===== src/rtl/apb_to_ahbl.sv =====
// APB requester to AHB-Lite manager bridge: each APB access becomes one AHB-Lite SINGLE transfer.
// Optional byte/halfword writes via APB strobes when APB_TO_AHBL_PSTRB_EN is defined.
module apb_to_ahbl #(
  parameter int         W_ADDR    = 32,
  parameter logic [3:0] HPROT_VAL = 4'b0011
) (
  input  logic              clk,
  input  logic              rst,
  input  logic              apbs_psel,
  input  logic              apbs_penable,
  input  logic              apbs_pwrite,
  input  logic [W_ADDR-1:0] apbs_paddr,
  input  logic [31:0]       apbs_pwdata,
`ifdef APB_TO_AHBL_PSTRB_EN
  input  logic [3:0]        apbs_pstrb,
`endif
  output logic [31:0]       apbs_prdata,
  output logic              apbs_pready,
  output logic              apbs_pslverr,
  output logic [W_ADDR-1:0] ahblm_haddr,
  output logic              ahblm_hwrite,
  output logic [1:0]        ahblm_htrans,
  output logic [2:0]        ahblm_hsize,
  output logic [2:0]        ahblm_hburst,
  output logic [3:0]        ahblm_hprot,
  output logic              ahblm_hmastlock,
  input  logic              ahblm_hready,
  input  logic              ahblm_hresp,
  input  logic [31:0]       ahblm_hrdata,
  output logic [31:0]       ahblm_hwdata
);

  typedef enum logic [1:0] {S_IDLE, S_ADDR, S_DATA, S_RESP} state_t;

  state_t            state_q, state_d;
  logic [W_ADDR-1:0] addr_q, addr_d;
  logic              write_q, write_d;
  logic [31:0]       wdata_q, wdata_d;
  logic [2:0]        size_q, size_d;
  logic [31:0]       prdata_q, prdata_d;
  logic              err_q, err_d;

  logic [2:0] req_size;
  logic [1:0] req_lane;
  logic       strb_ok;

  // Strobe decode: picks transfer size and byte lane; unsupported write patterns are rejected.
  always_comb begin
    req_size = 3'b010;
    req_lane = 2'b00;
    strb_ok  = 1'b1;
`ifdef APB_TO_AHBL_PSTRB_EN
    if (apbs_pwrite) begin
      case (apbs_pstrb)
        4'b0001: begin req_size = 3'b000; req_lane = 2'd0; end
        4'b0010: begin req_size = 3'b000; req_lane = 2'd1; end
        4'b0100: begin req_size = 3'b000; req_lane = 2'd2; end
        4'b1000: begin req_size = 3'b000; req_lane = 2'd3; end
        4'b0011: begin req_size = 3'b001; req_lane = 2'd0; end
        4'b1100: begin req_size = 3'b001; req_lane = 2'd2; end
        4'b1111: begin req_size = 3'b010; req_lane = 2'd0; end
        default: strb_ok = 1'b0;
      endcase
    end
`endif
  end

  always_comb begin
    state_d  = state_q;
    addr_d   = addr_q;
    write_d  = write_q;
    wdata_d  = wdata_q;
    size_d   = size_q;
    prdata_d = prdata_q;
    err_d    = err_q;
    case (state_q)
      S_IDLE: begin
        if (apbs_psel && apbs_penable) begin
          addr_d  = {apbs_paddr[W_ADDR-1:2], req_lane};
          write_d = apbs_pwrite;
          wdata_d = apbs_pwdata;
          size_d  = req_size;
          if (strb_ok) begin
            state_d = S_ADDR;
          end else begin
            err_d    = 1'b1;
            prdata_d = 32'h0;
            state_d  = S_RESP;
          end
        end
      end
      S_ADDR: begin
        if (ahblm_hready) state_d = S_DATA;
      end
      S_DATA: begin
        if (ahblm_hready) begin
          err_d    = ahblm_hresp;
          prdata_d = write_q ? 32'h0 : ahblm_hrdata;
          state_d  = S_RESP;
        end
      end
      S_RESP:  state_d = S_IDLE;
      default: state_d = S_IDLE;
    endcase
  end

  always_ff @(posedge clk) begin
    if (rst) begin
      state_q  <= S_IDLE;
      addr_q   <= '0;
      write_q  <= 1'b0;
      wdata_q  <= 32'h0;
      size_q   <= 3'b010;
      prdata_q <= 32'h0;
      err_q    <= 1'b0;
    end else begin
      state_q  <= state_d;
      addr_q   <= addr_d;
      write_q  <= write_d;
      wdata_q  <= wdata_d;
      size_q   <= size_d;
      prdata_q <= prdata_d;
      err_q    <= err_d;
    end
  end

  // The bridge issues only NONSEQ or IDLE; the data phase always shows IDLE.
  assign ahblm_htrans    = (state_q == S_ADDR) ? 2'b10 : 2'b00;
  assign ahblm_haddr     = addr_q;
  assign ahblm_hwrite    = write_q;
  assign ahblm_hsize     = size_q;
  assign ahblm_hwdata    = wdata_q;
  assign ahblm_hburst    = 3'b000;
  assign ahblm_hprot     = HPROT_VAL;
  assign ahblm_hmastlock = 1'b0;

  assign apbs_pready  = (state_q == S_RESP);
  assign apbs_pslverr = (state_q == S_RESP) && err_q;
  assign apbs_prdata  = prdata_q;

endmodule


===== config.mk =====
export PLATFORM = sky130hd
export DESIGN_NAME = apb_to_ahbl
export DESIGN_NICKNAME = d
export VERILOG_FILES = /design/src/rtl/apb_to_ahbl.sv
export SDC_FILE = /design/constraint.sdc
export NUM_CORES = 1
export LEC_CHECK = 0
export ABC_AREA = 0
export CAP_MARGIN = 10
export CELL_PAD_IN_SITES_DETAIL_PLACEMENT = 0
export CELL_PAD_IN_SITES_GLOBAL_PLACEMENT = 1
export CORE_MARGIN = 4
export CORE_UTILIZATION = 24
export CTS_CLUSTER_DIAMETER = 50
export CTS_CLUSTER_SIZE = 40
export DETAILED_ROUTE_END_ITERATION = 7
export PLACE_DENSITY = 0.88
export SLEW_MARGIN = 20
export SYNTH_ARGS = -nofsm -noshare
export SYNTH_HDL_FRONTEND = slang
export SYNTH_SLANG_ARGS = --single-unit
export TNS_END_PERCENT = 1

===== constraint.sdc =====
create_clock -name clk -period 1.5 [get_ports clk]
set_input_delay 0.225 -clock clk [delete_from_list [all_inputs] [get_ports clk]]
set_output_delay 0.225 -clock clk [all_outputs]
set_load 0.05 [all_outputs]

# [Yosys cells after proc, flatten, opt, wreduce, memory -nomap -nowiden]
# Cells that the tools add are included.
# Widths: inputs -> output; s select.
[totals] output_inout_bits=112 input_bits=103 wordCells=24 reg_bits=98
[classes] n_reduce_logical=6 eq_ne=6 n_mux=6
[op_table] op="$mux 32" n=1
[op_table] op="$mux 2" n=4
[op_table] op="$pmux 2 s4" n=1
[op_table] op="$ne 2x2->1 const B" n=3
[op_table] op="$eq 2x2->1 const B" n=2
[op_table] op="$reduce_and 2->1" n=2
[op_table] op="$reduce_and 3->1" n=1
[op_table] op="$eq 2x1->1 const B" n=1
[op_table] op="$logic_and 1x1->1" n=2
[op_table] op="$logic_not 2->1" n=1

# [Longest topological paths before layout]
# Gate-level depths: netlist (run 1).
[logic_depth] word_depth=3 depth_mapped=7 ltp_nobuf=5

# [Least setup slack after synthesis (run 1)]
# Ideal clock, no wire load.
[synth_timing] path_kind="register -> output" start="register state_q[0]" end="output apbs_pslverr" path_slack_ns=-0.058 stages_incl_launch_ff=3 arrival_time_ns=1.333 n_path_buf=0 required_time_ns=1.275 path_cell_list="dfxtp_1 > ha_1 > and2_1"
[synth_between] elab_chain_cells=2
[synth_rtl] element="start: declaration" line="35" rtl="state_t state_q, state_d;"
[synth_rtl] element="start signal: assignment" line="117" rtl="state_q <= state_d;"
[synth_rtl] element="$eq 2x2->1"
[synth_rtl] element="via apbs_pready" line="18" rtl="output logic apbs_pready,"
[synth_rtl] element="$logic_and 1x1->1" line="138" rtl="assign apbs_pslverr = (state_q == S_RESP) && err_q;"
[synth_rtl] element="end: declaration" line="19" rtl="output logic apbs_pslverr,"
# The timed path passes the listed nets, and every way through them passes these cells.

# [Worst setup path in the final report (run 1)]
[layout_timing] start="register state_q[0]" end="output apbs_pslverr"
[layout_between] elab_chain_cells=2
[layout_rtl] element="$eq 2x2->1" line="138"
[layout_rtl] element="$logic_and 1x1->1" line="138"
# No other way between the ends.

==> results of run 1 <==
[kinds of logic after synthesis]
family / Yosys count / share of synthesized area [%]
adder cells (fa/ha/maj): 4 / 1.33
other: 2 / 0.199
AO/OA/AOI/OAI: 100 / 13.5
multiplexers: 1 / 0.266
flip-flops: 98 / 52.1
buffers and inverters: 54 / 8.08
AND/OR/NAND/NOR: 200 / 24.5
[layer usage]
| metal | wire [um] | part of all wire, % | up-vias |
|---|---|---|---|
| li1 | - | - | 1861 |
| met1 | 4770 | 41 | 1664 |
| met2 | 5650 | 49 | 122 |
| met3 | 889 | 7.7 | 14 |
| met4 | 222 | 1.9 | 0 |
| met5 | 0 | 0 | - |
[report_power, final]
group	internal (mW)	switching, mW	total, mW	leakage (nW)
Clock	1.54	0.983	2.53	0.154
Combinational	1.06	1.84	2.90	1.45
Sequential	2.88	0.144	3.03	0.797
[synth_stat cells]
master and number:
nand2_1 161, dfxtp_1 98, a21oi_1 97, nand4b_1 32
buf_4 20, buf_2 15, clkbuf_1 13, ha_1 4
buf_1 3, conb_1 2, inv_1 2, nand2b_1 2
nand3_1 2, a21boi_0 1, and2_1 1, and3_1 1
buf_6 1, mux2i_1 1, nor2_1 1, o21a_1 1
o21bai_1 1
[how the worst max path moves through the flow]
stage,start,endpoint,slack [ns]
final,state_q[0],apbs_pslverr,0.05
after CTS,state_q[1],ahblm_htrans[1],0.01
after global placement,apbs_psel,ahblm_hwdata[13],0.01
after floorplan,state_q[1],state_q[1],-0.04
after detailed placement,apbs_psel,ahblm_hwdata[11],-0.04
after global routing,state_q[1],ahblm_htrans[1],-0.02
[critical path, stage by stage (launching register included)]
cell and delay [ns]:
dfxtp_2 0.34, ha_2 0.20, and2_2 0.21, buf_12 0.15
[layout make-up]
type	count	area, sq um	share of cell area [%]
Timing Repair Buffer	217	2030	33.0
Sequential cell	98	1960	31.9
Multi-Input combinational cell	319	1560	25.3
Tap cell	211	264	4.29
Clock buffer	11	253	4.11
Clock inverter	4	75.1	1.22
Inverter	2	7.51	0.122
[per-stage QoR]
stage               power, mW  instances
finish                   8.45        862
global route             8.88        862
CTS                      8.60        862
detailed placement       6.00        847
global placement         5.99        847
floorplan                4.93        471
[flip-flops by register name, indices dropped and copies added, names as in the netlist]
signal,count
ahblm_hwdata,32
ahblm_haddr,30
state_q,2
err_q,1
apbs_prdata,32
ahblm_hwrite,1
[repair_timing]
action / 4_1_cts / 5_1_grt
hold buffers: 0 / 0
endpoints found under the setup margin: 2 / 6
gates resized for setup: 3 / 2
==> impl_results.md, run 1 <==
- Initial antenna violation count: 0
- GP Congestion: ~0.70
- Clk_lat worst skew: between 0.3 and 0.4 ns
- HPWL after detailed placement: roughly 8.2 mm
- P_leak: about 2.4 nW
- Final max-slew violation count: 0
- Largest net degree at the start of global routing: 35
- Final period demand of the worst path: between 1 and 1.5 ns
- First-pass GRT wire length: around 18 mm
- CTS root buffer: clkbuf_16
- Initial Util: 24.7%
- HP Start: rst
- Hold Worst Slack: 0.293 ns
- Pwr Density: 1370 nW/um^2
- Worst-path clk slew: around 0.06 ns
- Drt initial violations: roughly 140
- Status: complete, no violations
- Diodes inserted: 0
- # DRC: 0
- Post-Place Cell Area: 5810 sq um
- Sequential share of the synthesized area: a little over half
- Hold WC Path Type: input port to register
- Worst setup EP type: output pin
- Drt total wl: between 10 and 15 mm
- Post-synth top area cell: dfxtp_1
- Worst Skew: 0.00730 ns
- Hold Path Depth: 2
- Post-Place Worst Slack: -0.0362 ns
- Seq cells post-synth: 98
- Clock sinks: slightly below 100
- I/O Buffers: roughly 200
- Worst Slack Setup Final: 0.0480 ns
- Fillers: 1,599
- Reg2reg end: apbs_prdata[8]
- Synth top area share: between 50 and 60%
- Synth top area cells: dfxtp_1 (52%), nand2_1 (16%), a21oi_1 (13%), nand4b_1 (7.4%), buf_4 (4.0%)
- Synth cell types: 21
- Worst R2R Start: state_q[0]
- Vias/cell: 4.25
- DR WL/cell: between 10 and 15 um
- CTS H-tree lvls: 3
- Die area: 17,800 sq um
- Fin util: approximately 40%
- # setup viols final: 0
- Cell area after layout: 6150 sq um
- TritonRoute pass-1 iters: 6
- Setup Fix Bufs, Post-CTS: 0
- Area growth, synth to finish: 63.3%
- GRT met1 Usage: ~14%
- Rows: between 40 and 50
- Nets: 754
- Num ports: about 220
- Worst Path Class, Setup: register to output pin
- Congestion Overflow GR: 0
- Worst-path maximum fanout: 4
- Core area: between 15,000 and 20,000 sq um
- CP Launch Type: register
- Share of cells above drive strength 1: a little over a fifth
- Num CTS Buffers: 9
- Commonest non-fill, non-tap cells in the layout: nand2_1 (161), buf_4 (106), clkdlybuf4s50_1 (99), a21oi_1 (97), dfxtp_1 (96)
- Worst EP required: roughly 1.3 ns
- Routing usage on met2: 20.9%
- Total GRT Usage: between 10% and 20%
- Cell Area, Synth: about 3800 sq um
- Avg Cell Area, Syn: 8.20 sq um
- RSZ-0062 raised after global routing: yes
- Worst reg2reg setup slack: ~0.15 ns
- Synth Instances: 459
- Hold Path Sink: apbs_prdata[10]
- Final Hold Viols: 0
- Fmax: 0.689 GHz
- Ys Warns: 0
- Die Ht: 133 um
- MaxCap Viol Count: 0
- Final Cycle Share: approximately 97%
- CTS tree: done
- Final TNS setup: 0 ns
- Busiest grt layer: met2
- Met3 Usage GRT: 4.38%
- Vias in the first global route: 3,441
- Die width: 133 um
- Peak supply drop: slightly below 700 uV
- Most common cell after layout, fill and taps aside: nand2_1
- Post-route ant nets: 0
- Clk buf depth: 2
- Via Count: around 3,700
- Worst EP arrival: between 1 and 1.5 ns
- R2R cell count: 7
Note: power is estimated with default switching activity, not from simulation.
==> inputs of run 2 (changes only) <==
--- a/config.mk
+++ b/config.mk
@@ -5,7 +5,6 @@
 export SDC_FILE = /design/constraint.sdc
 export NUM_CORES = 1
 export LEC_CHECK = 0
-export ABC_AREA = 0
 export CAP_MARGIN = 10
 export CELL_PAD_IN_SITES_DETAIL_PLACEMENT = 0
 export CELL_PAD_IN_SITES_GLOBAL_PLACEMENT = 1
==> results of run 2 <==
Same layout as run 1: the final DEF is identical, and so are final timing and power.
==> inputs of run 3 (changes only) <==
--- a/config.mk
+++ b/config.mk
@@ -5,15 +5,16 @@
 export SDC_FILE = /design/constraint.sdc
 export NUM_CORES = 1
 export LEC_CHECK = 0
+export ABC_AREA = 1
 export CAP_MARGIN = 10
 export CELL_PAD_IN_SITES_DETAIL_PLACEMENT = 0
 export CELL_PAD_IN_SITES_GLOBAL_PLACEMENT = 1
 export CORE_MARGIN = 4
-export CORE_UTILIZATION = 24
+export CORE_UTILIZATION = 23
 export CTS_CLUSTER_DIAMETER = 50
 export CTS_CLUSTER_SIZE = 40
 export DETAILED_ROUTE_END_ITERATION = 7
-export PLACE_DENSITY = 0.88
+export PLACE_DENSITY = 0.86
 export SLEW_MARGIN = 20
 export SYNTH_ARGS = -nofsm -noshare
 export SYNTH_HDL_FRONTEND = slang
==> run 3 against run 2 <==
Cell area down 0.31%. Sequential power up 7.3%. Clock skew increased by 0.0024 ns. Count of clock-buffer cells in the layout fell by 1. First-iteration DRC count down 24%. Clock power decreased by 7%. Register-to-register slack worse by 0.08 ns. Critical path type unchanged. Critical endpoint is now ahblm_htrans[1]. Largest power group is now combinational cells. Highest routed layer unchanged.
==> impl_results.md, run 3 <==
- Worst Skew: 0.00970 ns (+0.00240 ns)
- Hold Worst Slack: 0.444 ns (+0.152 ns)
- CTS H-tree lvls: 3 (unchanged)
- P_sw: 3.84 mW (+30%)
- Final period demand of the worst path: 1.48 ns (+0.0290 ns)
- Post-Place Worst Slack: -0.0579 ns (-0.0217 ns)
- Die Ht: 136 um (+1.7%)
- Drt initial violations: 108 (-24%)
- Fmax: 0.675 GHz (-2.0%)
- Synth top area cells: dfxtp_1 (52%), a21oi_1 (13%), o21ai_0 (8.2%), inv_1 (6.8%), nand3_1 (4.4%)
- Synth cell types: 19 (-9.5%)
- Status: complete, no violations
- Num CTS Buffers: 9 (unchanged)
- Die width: 136 um (+1.7%)
- Post-synth ARST share: 0% (unchanged)
- Comb pwr share: 41.9% (+7.6 points)
- Vias/cell: 4.08 (-3.8%)
- Total GRT Usage: 11.6% (-0.73 points)
- Via Count: 3,590 (-1.9%)
- Hold WC Path Type: register to register
- Commonest non-fill, non-tap cells in the layout: buf_4 (111), clkdlybuf4s50_1 (100), dfxtp_1 (96), a21oi_1 (95), inv_1 (67)
- Worst reg2reg setup slack: 0.07 ns (-0.08 ns)
- Synth Instances: 461 (+0.44%)
- HPWL after detailed placement: 8.01 mm (-2.7%)
- Worst EP arrival: 1.26 ns (+0.03 ns)
- Pwr Density: 1570 nW/um^2 (+14%)
- Initial antenna violation count: 0 (unchanged)
- Clk buf depth: 2 (unchanged)
- Core area: 15,900 sq um (+4.1%)
- Final max-slew violation count: 0 (unchanged)
- Int Pwr: 5.78 mW (+5.5%)
- Num ports: 215 (unchanged)
- Drt total wl: 11.0 mm (-4.5%)
- Ys Warns: 0 (unchanged)
- Seq cells post-synth: 98 (unchanged)
- Nets: 765 (+1.5%)
- Setup crit end: ahblm_htrans[1]
- Peak supply drop: 599 uV (-12%)
- Avg Cell Area, Syn: 8.12 sq um (-1.0%)
- Post-synth top area cell: dfxtp_1
- R2R cell count: 7 (unchanged)
- Worst R2R Start: state_q[1]
- Congestion Overflow GR: 0 (unchanged)
- CTS tree: done
- Worst setup path startpoint: state_q[0]
- First-pass GRT wire length: 16.8 mm (-4.5%)
- Switch share: 39.9% (+4.8 points)
- Final Hold Viols: 0 (unchanged)
- Clock Power Share: 24.4% (-5.5 points)
- Rows: 46 (+2.2%)
- I/O Buffers: 198 (unchanged)
- Sequential share of the synthesized area: 52.4% (+0.31 points)
- Worst Path Class, Setup: register to output pin
- Commonest cells post-synth: dfxtp_1 (98), a21oi_1 (95), inv_1 (68)
- Post-Place Cell Area: 5780 sq um (-0.58%)
- GP Congestion: 0.704 (about the same)
- Worst EP required: 1.27 ns (about the same)
- Worst-path clk slew: 0.07 ns (about the same)
- Most common cell in the netlist: dfxtp_1
- P_leak: 2.48 nW (+3.3%)
- RSZ-0062 raised after global routing: yes
- Area growth, synth to finish: 63.8%
- MaxCap Viol Count: 0 (unchanged)
- Final Cycle Share: 98.7% (+1.9 points)
- DR WL/cell: 12.5 um (-6.3%)
- Largest net degree at the start of global routing: 47 (+34%)
- Cell Area, Synth: 3740 sq um (-0.60%)
- Initial Util: 23.6% (-1.1 points)
- Synth top area share: 52.4% (+0.31 points)
- Worst-path maximum fanout: 3 (-1)
- # setup viols final: 0 (unchanged)
- Fin util: 38.6% (-1.7 points)
- EDFF count, synth: 0 (unchanged)
- TritonRoute pass-1 iters: 4 (-2)
- Cell area after layout: 6130 sq um (-0.31%)
- Post-route ant nets: 0 (unchanged)
- Worst Slack Setup Final: 0.0191 ns (-0.0290 ns)
- Share of cells above drive strength 1: 22.5% (+1.1 points)
- Sequential power share: 33.7% (-2.1 points)
- Vias in the first global route: 3,343 (-2.8%)
- Die area: 18,400 sq um (+3.5%)
- Clk_lat worst skew: 0.34 ns (about the same)
- Reg2reg end: ahblm_hwdata[11]
- Most common cell after layout, fill and taps aside: buf_4
- Clock sinks: 98 (unchanged)
- Diodes inserted: 0 (unchanged)
- CP Launch Type: register
- Worst setup EP type: output pin
- CTS root buffer: clkbuf_16
- # DRC: 0 (unchanged)
- Top FF cell, synth: dfxtp_1
==> run 3: layout make-up <==
type | count | area [sq um]
sequential | 98 | 1960
fill | 1690 | 9760
timing repair buffer | 221 | 2040
clock buffer | 10 | 229
clock inverter | 6 | 71.3
multi-input combinational | 258 | 1290
inverter | 70 | 263
tap | 216 | 270
==> run 3: per-stage QoR <==
stage                     power (mW)  TNS, ns  cells
after floorplan                 5.86        0    473
after global placement          7.25   -0.412    862
after detailed placement        7.28    -1.10    862
after CTS                       9.73  -0.0106    878
after global routing            10.2   -0.136    879
final                           9.63        0    879
==> run 3: timing repair <==
item,CTS,global route
setup endpoints to repair,2,36
hold buffers,0,0
pin swaps,0,0
gates resized for setup,4,23
cloned,0,1
setup buffers,0,0
==> run 3: routing by layer <==
layer | up-vias | wire length [um] | part of all wire [%] | track usage (%)
met5 | - | 0 | 0 | 0
met3 | 10 | 1220 | 11 | 4.72
met2 | 149 | 4930 | 45 | 17.8
met4 | 0 | 153 | 1.4 | 4.70
li1 | 1859 | - | - | -
met1 | 1572 | 4710 | 43 | 14.5
==> run 3: kinds of logic after synthesis <==
kind of cell | synth area share (%)
and+or+nand+nor | 9.09
other | 0.201
buffers and inverters | 15.1
DFF | 52.4
AOI/OAI and AO/OA | 21.9
adders and majority gates | 1.34
==> run 3: how the worst min path moves through the flow <==
stage,start,endpoint,slack [ns],cells after the start
2_1_floorplan,ahblm_hrdata[0],apbs_prdata[0],0.38,2
3_3_place_gp,ahblm_haddr[24],ahblm_haddr[24],0.43,2
3_5_place_dp,ahblm_hwdata[8],ahblm_hwdata[8],0.43,2
4_1_cts,ahblm_hrdata[13],apbs_prdata[13],0.43,3
5_1_grt,ahblm_hrdata[13],apbs_prdata[13],0.44,3
6_report,ahblm_haddr[3],ahblm_haddr[3],0.44,2
==> run 3: power by group through the flow <==
stage	Combinational [mW]	Clock [mW]	Sequential, mW
2_1_floorplan	1.25	0	4.61
3_3_place_gp	3.96	0	3.29
3_5_place_dp	3.98	0	3.30
4_1_cts	4.01	2.47	3.25
5_1_grt	4.33	2.57	3.31
6_report	4.03	2.35	3.25
==> run 3: worst max-delay path, cell delays in order (launching register included) <==
cell and delay [ns]:
dfxtp_2 0.32, buf_4 0.14, ha_2 0.18, buf_4 0.14, buf_12 0.14
